### config.mk
export PLATFORM = sky130hd
export DESIGN_NAME = mix_columns_iter
export DESIGN_NICKNAME = d
export VERILOG_FILES = /design/src/rtl/mix_columns_iter.sv
export SDC_FILE = /design/constraint.sdc
export NUM_CORES = 1
export LEC_CHECK = 0
export CAP_MARGIN = 0
export CORE_MARGIN = 1
export CORE_UTILIZATION = 50
export CTS_CLUSTER_DIAMETER = 60
export DETAILED_ROUTE_END_ITERATION = 7
export GPL_TIMING_DRIVEN = 0
export MAX_ROUTING_LAYER = met4
export PLACE_DENSITY = 0.78
export SETUP_SLACK_MARGIN = 0.5
export SLEW_MARGIN = 10
export SYNTH_ARGS = -nofsm -noshare
export SYNTH_HDL_FRONTEND = slang
export SYNTH_SLANG_ARGS = --single-unit
### constraint.sdc
create_clock -name clk -period 2.2 [get_ports clk]
set_input_delay 0.44 -clock clk [delete_from_list [all_inputs] [get_ports clk]]
set_output_delay 0.44 -clock clk [all_outputs]
set_load 0.01 [all_outputs]
### src/rtl/mix_columns_iter.sv
// ---------------------------------------------------------------------------
// mix_columns_iter
//
// Iterative AES MixColumns / InvMixColumns stage for the round datapath
// (between ShiftRows and AddRoundKey). A 128-bit state is captured on an
// input handshake. COLS_PER_CYCLE columns are then transformed in place per
// clock, and the result is offered on an output handshake. Each state takes
// N = 4/COLS_PER_CYCLE transform cycles. States never overlap.
//
// Parameters:
//   COLS_PER_CYCLE : columns transformed per clock (1, 2 or 4)
//   ENABLE_INV     : 1 = inv input selects InvMixColumns
//                    0 = forward only; the inverse logic is not built
//
// Ports:
//   clk        rising-edge clock
//   rst_n      asynchronous active-low reset
//   in_valid   in_data/inv are valid
//   in_ready   block can accept a state (only in IDLE and out of reset)
//   in_data    state; column 0 = [127:96] .. column 3 = [31:0],
//              byte 0 of a column is its MSB byte
//   inv        1 = InvMixColumns (ignored when ENABLE_INV = 0)
//   out_valid  out_data holds a completed result
//   out_ready  downstream accepts the result
//   out_data   transformed state, same byte order as in_data
//   busy       high while a state is being transformed or awaiting hand-off
// ---------------------------------------------------------------------------
module mix_columns_iter #(
    parameter int COLS_PER_CYCLE = 4,
    parameter int ENABLE_INV     = 1
) (
    input  logic         clk,
    input  logic         rst_n,
    input  logic         in_valid,
    output logic         in_ready,
    input  logic [127:0] in_data,
    input  logic         inv,
    output logic         out_valid,
    input  logic         out_ready,
    output logic [127:0] out_data,
    output logic         busy
);

    // Guard against a divide-by-zero before the legality check can report.
    localparam int         N_CYC    = (COLS_PER_CYCLE > 0) ? (4 / COLS_PER_CYCLE) : 1;
    localparam logic [1:0] LAST_CNT = 2'(N_CYC - 1);

    if (COLS_PER_CYCLE != 1 && COLS_PER_CYCLE != 2 && COLS_PER_CYCLE != 4) begin : g_bad_cols
        $error("mix_columns_iter: COLS_PER_CYCLE must be 1, 2 or 4");
    end

    typedef enum logic [1:0] {
        S_IDLE = 2'd0,
        S_BUSY = 2'd1,
        S_DONE = 2'd2
    } state_t;

    state_t       state_q, state_d;
    logic [127:0] work_q, work_d;
    logic [1:0]   cnt_q, cnt_d;
    logic         mode_q, mode_d;
    logic [127:0] work_mixed;

    // -----------------------------------------------------------------------
    // GF(2^8) helpers, reduction polynomial x^8 + x^4 + x^3 + x + 1 (0x11B)
    // -----------------------------------------------------------------------
    function automatic logic [7:0] xtime(input logic [7:0] b);
        return {b[6:0], 1'b0} ^ (b[7] ? 8'h1b : 8'h00);
    endfunction

    // Forward column: r0 = 2a0 ^ 3a1 ^ a2 ^ a3, rotated for r1..r3.
    function automatic logic [31:0] mix_fwd(input logic [31:0] col);
        logic [7:0] a0, a1, a2, a3;
        logic [7:0] x0, x1, x2, x3;
        a0 = col[31:24];
        a1 = col[23:16];
        a2 = col[15:8];
        a3 = col[7:0];
        x0 = xtime(a0);
        x1 = xtime(a1);
        x2 = xtime(a2);
        x3 = xtime(a3);
        // 3a = xtime(a) ^ a
        return {x0 ^ x1 ^ a1 ^ a2 ^ a3,
                a0 ^ x1 ^ x2 ^ a2 ^ a3,
                a0 ^ a1 ^ x2 ^ x3 ^ a3,
                x0 ^ a0 ^ a1 ^ a2 ^ x3};
    endfunction

    // Returns {0E*b, 0B*b, 0D*b, 09*b} built from one xtime chain.
    function automatic logic [31:0] inv_mults(input logic [7:0] b);
        logic [7:0] m2, m4, m8;
        m2 = xtime(b);
        m4 = xtime(m2);
        m8 = xtime(m4);
        return {m8 ^ m4 ^ m2, m8 ^ m2 ^ b, m8 ^ m4 ^ b, m8 ^ b};
    endfunction

    // Inverse column: r0 = 0Ea0 ^ 0Ba1 ^ 0Da2 ^ 09a3, rotated for r1..r3.
    function automatic logic [31:0] mix_inv(input logic [31:0] col);
        logic [7:0] e0, b0, d0, n0;
        logic [7:0] e1, b1, d1, n1;
        logic [7:0] e2, b2, d2, n2;
        logic [7:0] e3, b3, d3, n3;
        {e0, b0, d0, n0} = inv_mults(col[31:24]);
        {e1, b1, d1, n1} = inv_mults(col[23:16]);
        {e2, b2, d2, n2} = inv_mults(col[15:8]);
        {e3, b3, d3, n3} = inv_mults(col[7:0]);
        return {e0 ^ b1 ^ d2 ^ n3,
                n0 ^ e1 ^ b2 ^ d3,
                d0 ^ n1 ^ e2 ^ b3,
                b0 ^ d1 ^ n2 ^ e3};
    endfunction

    // With ENABLE_INV = 0 the inverse branch is constant-false and drops out.
    function automatic logic [31:0] mix_col(input logic [31:0] col, input logic use_inv);
        if (ENABLE_INV != 0 && use_inv) begin
            return mix_inv(col);
        end
        return mix_fwd(col);
    endfunction

    // LSB position of the column handled by lane u in the current cycle.
    // Column index is cnt*C + u (always 0..3); its LSB is (3 - idx) * 32.
    function automatic logic [6:0] col_lsb(input logic [1:0] cnt, input int u);
        logic [1:0] idx;
        idx = 2'(int'(cnt) * COLS_PER_CYCLE + u);
        return {~idx, 5'd0};
    endfunction

    // -----------------------------------------------------------------------
    // Column lanes: only COLS_PER_CYCLE mixers exist; each is muxed onto the
    // column selected by the counter and written back in place.
    // -----------------------------------------------------------------------
    always_comb begin
        work_mixed = work_q;
        for (int u = 0; u < COLS_PER_CYCLE; u++) begin
            work_mixed[col_lsb(cnt_q, u) +: 32] = mix_col(work_q[col_lsb(cnt_q, u) +: 32], mode_q);
        end
    end

    // -----------------------------------------------------------------------
    // Control: next state and handshake outputs
    // -----------------------------------------------------------------------
    always_comb begin
        state_d   = state_q;
        work_d    = work_q;
        cnt_d     = cnt_q;
        mode_d    = mode_q;
        in_ready  = 1'b0;
        out_valid = 1'b0;
        busy      = 1'b0;

        unique case (state_q)
            S_IDLE: begin
                // Held low while reset is asserted even though state is IDLE.
                in_ready = rst_n;
                if (in_valid) begin
                    work_d  = in_data;
                    mode_d  = (ENABLE_INV != 0) ? inv : 1'b0;
                    cnt_d   = 2'd0;
                    state_d = S_BUSY;
                end
            end
            S_BUSY: begin
                busy   = 1'b1;
                work_d = work_mixed;
                if (cnt_q == LAST_CNT) begin
                    cnt_d   = 2'd0;
                    state_d = S_DONE;
                end else begin
                    cnt_d = cnt_q + 2'd1;
                end
            end
            S_DONE: begin
                busy      = 1'b1;
                out_valid = 1'b1;
                if (out_ready) begin
                    state_d = S_IDLE;
                end
            end
            default: begin
                state_d = S_IDLE;
            end
        endcase
    end

    // -----------------------------------------------------------------------
    // State registers
    // -----------------------------------------------------------------------
    always_ff @(posedge clk or negedge rst_n) begin
        if (!rst_n) begin
            state_q <= S_IDLE;
            work_q  <= '0;
            cnt_q   <= 2'd0;
            mode_q  <= 1'b0;
        end else begin
            state_q <= state_d;
            work_q  <= work_d;
            cnt_q   <= cnt_d;
            mode_q  <= mode_d;
        end
    end

    // The working register doubles as the output holding register.
    assign out_data = work_q;

endmodule

==> results_dict.tcl, run 1 <==
set metrics [dict create \
    status "did not finish" \
    lastStage "global routing" \
    error "[ERROR GRT-0232] Routing congestion too high. Check the congestion heatmap in the GUI." \
    synth_ff_type "dfrtp_1" \
    synth_edf_count 0 \
    postGrtWorstEndpoint "out_data[37]$_DFFE_PN0P_/D" \
    port_buffers 263 \
    netlist_area_mm2 0.0164 \
    numCtsBuffers 17 \
    initial_core_util_pct 51.4 \
    syn_inst 1820 \
    post-place-ws_ps -1120 \
    die_w_um 183 \
    gp_congestion 0.981 \
    htreeDepth 4 \
    syn_nets 1958 \
    seq_area_frac_synth_pct 20.3 \
    clock_path_buffers 2 \
    yosys_register_bits 133 \
    hpwl_um 50200 \
    ios 264 \
    die_y_um 183 \
    grt_max_degree 69 \
    ctsRootBufferMaster "clkbuf_16" \
    synthDistinctLibCells 49 \
    overflow 2265 \
    clkSinkCount 133 \
    rows 65 \
    synth_area_per_cell_um2 9.01 \
    worst_endpoint_kind "register data pin" \
    grt_use_total_pct 101 \
    async_flop_share_pct 100 \
    yosys_warnings 0 \
]
## metrics by stage
stage	setup TNS [ps]	cell area [µm²]	instances	hold slack (ps)
after floorplan	0	18400	1820	144
after global placement	-778530	21600	2518	486
after detailed placement	-81610	21600	2519	435
after CTS	0	26000	2718	-104
## logic make-up after synthesis
| family | share of synthesized area (%) |
|---|---|
| buffers and inverters | 5.29 |
| DFF | 20.3 |
| AOI/OAI and AO/OA | 11.3 |
| adders and majority gates | 0.381 |
| muxes | 1.59 |
| xor gates and xnor gates | 55.4 |
| and+or+nand+nor | 5.72 |
## metal layers
metal  overflow  GRT usage [%]
met4        451            109
met1         41           90.6
met2       1709            125
met5          -              -
met3         64           82.8
## Yosys cell counts, types with 5 or more instances
cell type    n  area (µm²)
xnor2_2     21         342
o22a_1       5        43.8
mux2i_1     26         260
and2_1       5        31.3
o21ai_0    105         526
ha_1         5        62.6
a221o_1      5        50.1
a221oi_1    17         149
inv_1        8        30.0
clkbuf_1    88         330
or3_1        8        50.1
a21oi_1     98         490
a22oi_1      9        67.6
o22ai_1     23         144
o221ai_1    14         123
nand2_1     80         300
dfrtp_1    133        3330
and3_1      34         213
xnor3_1     25         563
nor2_1      67         251
buf_4       15         113
xnor2_1    702        6150
buf_2       63         315
buf_1        7        26.3
xor2_1     182        1590
nor3_1       9        45.0
xnor2_4      7         193
a211oi_1     6        45.0
a21o_1       8        60.1
## repair_timing
action / 4_1_cts
hold endpoints to repair: 66
pin swaps: 185
resized for setup: 442
setup endpoints to repair: 264
setup buffers: 157
cloned: 10
==> run 2: changes to the inputs <==
--- a/config.mk
+++ b/config.mk
@@ -7,13 +7,10 @@
 export LEC_CHECK = 0
 export CAP_MARGIN = 0
 export CORE_MARGIN = 1
-export CORE_UTILIZATION = 50
-export CTS_CLUSTER_DIAMETER = 60
+export CORE_UTILIZATION = 35
 export DETAILED_ROUTE_END_ITERATION = 7
 export GPL_TIMING_DRIVEN = 0
-export MAX_ROUTING_LAYER = met4
-export PLACE_DENSITY = 0.78
-export SETUP_SLACK_MARGIN = 0.5
+export PLACE_DENSITY_LB_ADDON = 0.15
 export SLEW_MARGIN = 10
 export SYNTH_ARGS = -nofsm -noshare
 export SYNTH_HDL_FRONTEND = slang
==> constraint.sdc (replaced) <==
create_clock -name clk -period 2.9 [get_ports clk]
set_input_delay 0.58 -clock clk [delete_from_list [all_inputs] [get_ports clk]]
set_output_delay 0.58 -clock clk [all_outputs]
set_load 0.01 [all_outputs]
==> run 2 against run 1 <==
The run now ends clean. Synthesized cell count did not move. Area after synthesis did not move.
==> results_dict.tcl, run 2 <==
set metrics [dict create \
    vias_per_cell 5.33 \
    stdcell_count 2716 \
    ctsRootBufferMaster "clkbuf_16" \
    wl_per_cell_um 26.9 \
    yosys_warnings 0 \
    fin_nets 2240 \
    clock_path_buffers 2 \
    drv_cap 0 \
    status "finished clean" \
    synth_edf_count 0 \
    rows 78 \
    finalWirelength_um 73000 \
    largest_reg_flops 128 \
    drtIter0Drc 1295 \
    cts_setup_buffers 0 \
    final_hold_viol_count 0 \
    overflow 0 \
    clk_latency_ps 510 \
    end_kind "flip-flop" \
    die_w_um 218 \
    rsz0062_at_grt "no" \
    tightest_slew_ps 1150 \
    synthMuxAreaShare_pct 1.59 \
    coreArea_mm2 0.0458 \
    areaGrowthSynthToFinish_pct 25.5 \
    synth_top_area_share_pct 37.5 \
    finalMaxSlewViolations 0 \
    fmax_mhz 355 \
    layout_common_cells "xnor2_1, clkdlybuf4s50_1, xor2_1, dfrtp_1, o21ai_0" \
    synthAdderAreaFrac_pct 0.381 \
    gp_congestion 1.01 \
    dpl.cell_count 2684 \
    dieArea_mm2 0.0477 \
    finalSetupViolCount 0 \
    antenna_found_initial 1 \
    layout_commonest_cell "xnor2_1" \
    netlist_area_mm2 0.0164 \
    cts_tree "built" \
    htreeDepth 4 \
    grt_pass1_wl_um 104000 \
    yosys_register_bits 133 \
    grt_pass1_vias 14537 \
    drt_pre_antenna_iters 5 \
    fin_skew_ps 16.2 \
    synth_area_per_cell_um2 9.01 \
    worstPathRequired_ps 3330 \
    cp.arrival_ps 3250 \
    grt_use_total_pct 30.8 \
    finalCriticalPeriod_ps 2810 \
    post-route-drc-count 0 \
    vias 14475 \
    syn_nets 1958 \
    start_kind "primary input" \
    min_period_over_period_pct 97.0 \
    netlist.top_cell.by_area "xnor2_1" \
    seq_area_frac_synth_pct 20.3 \
    slew_headroom_pct 23.3 \
    clkSinkCount 133 \
    initial_core_util_pct 35.8 \
    synthTopCellsByCount "xnor2_1, xor2_1, dfrtp_1, o21ai_0, a21oi_1" \
    clk_pin_slew_ps 60 \
    syn_inst 1820 \
    synth_xor_area_share_pct 55.4 \
    drive_gt1_share_pct 9.41 \
    yosysMostFrequentCell "xnor2_1" \
    rr_startpoint "out_data[41]$_DFFE_PN0P_" \
    numCtsBuffers 17 \
    hold_path.class "in2async" \
    synth_ff_type "dfrtp_1" \
    hpwl_um 55600 \
    ios 264 \
    grt_max_degree 94 \
    critical_path_class "in2reg" \
    die_y_um 218 \
    yosys.area_share.simple_pct 5.72 \
    startpoint "in_valid" \
    ant_nets 0 \
    path_max_fanout 10 \
    synth_area_leaders "xnor2_1, dfrtp_1, xor2_1" \
    synth-compound-area-share_pct 11.3 \
    async_flop_share_pct 100 \
    synth_top_family_by_area "XOR/XNOR gates" \
    port_buffers 263 \
    synthDistinctLibCells 49 \
]
==> run 2: cell counts after synthesis <==
Identical to the previous run, type by type.
==> run 2: area by class of cell <==
type,count,area (µm²)
Clock inverter,12,155
Multi-Input combinational cell,1500,12300
Sequential cell,133,3330
Inverter,9,33.8
Antenna cell,2,5.00
Timing Repair Buffer,265,2690
Buffer,176,905
Fill cell,4573,25200
Tap cell,600,751
Clock buffer,19,453
==> run 2: worst max-delay path, stage by stage <==
cell	delay (ps)
clkdlybuf4s50_1	670
nand2_1	430
o21ai_0	320
clkbuf_2	430
buf_2	470
o21ai_0	190
a2bb2oi_1	150
==> run 2: timing repair <==
item	CTS	global route
hold buffers	1	0
gates resized for setup	40	27
endpoints found under the hold margin	41	0
pin swaps	0	0
endpoints found under the setup margin	131	58
==> run 2: per-layer routing <==
layer | GRT usage (%) | up-vias | share of wire, %
met5 | 0 | - | 0
met4 | 14.3 | 0 | 4.3
met3 | 5.75 | 135 | 7.7
met2 | 49.5 | 693 | 46
met1 | 39.7 | 7169 | 42
li1 | - | 6478 | -
==> run 2: kinds of logic after synthesis <==
kind of cell,count (synthesis)
fa+ha+maj,5
flops,133
xor+xnor,948
mux,26
compound gates,310
simple gates,211
buf+inv,187
==> run 2: stage by stage <==
| step | hold WS (ps) | TNS (ps) | util (%) | area [µm²] | setup slack (ps) |
|---|---|---|---|---|---|
| 3_5_place_dp | 504 | -81970 | 43.3 | 19800 | -1100 |
| 6_report | 30.2 | 0 | 45.0 | 20600 | 86.1 |
| 2_1_floorplan | 284 | 0 | - | 16400 | 594 |
| 5_1_grt | 44.8 | 0 | 45.0 | 20600 | 20.8 |
| 3_3_place_gp | 499 | -758530 | 43.2 | 19800 | -5070 |
| 4_1_cts | 23.5 | 0 | 44.9 | 20500 | 15.5 |
==> run 2: final timing paths <==
| path | end | slack, ps | depth (start not counted) |
|---|---|---|---|
| min in group clk | state_q[1]$_DFFE_PN0P_ | 530 | 2 |
| setup reg to reg | out_data[36]$_DFFE_PN0P_ | 110 | 8 |
| setup / recovery | out_data[84]$_DFFE_PN0P_ | 90 | 7 |
| hold reg to reg | state_q[1]$_DFFE_PN0P_ | 530 | 2 |
| max in group asynchronous | out_data[16]$_DFFE_PN0P_ | 2340 | 2 |
| hold / removal | out_data[109]$_DFFE_PN0P_ | 30 | 2 |
Power of run 2 is not shown: default switching activity piles up to over one toggle a cycle in this logic, so the estimate is an artifact.
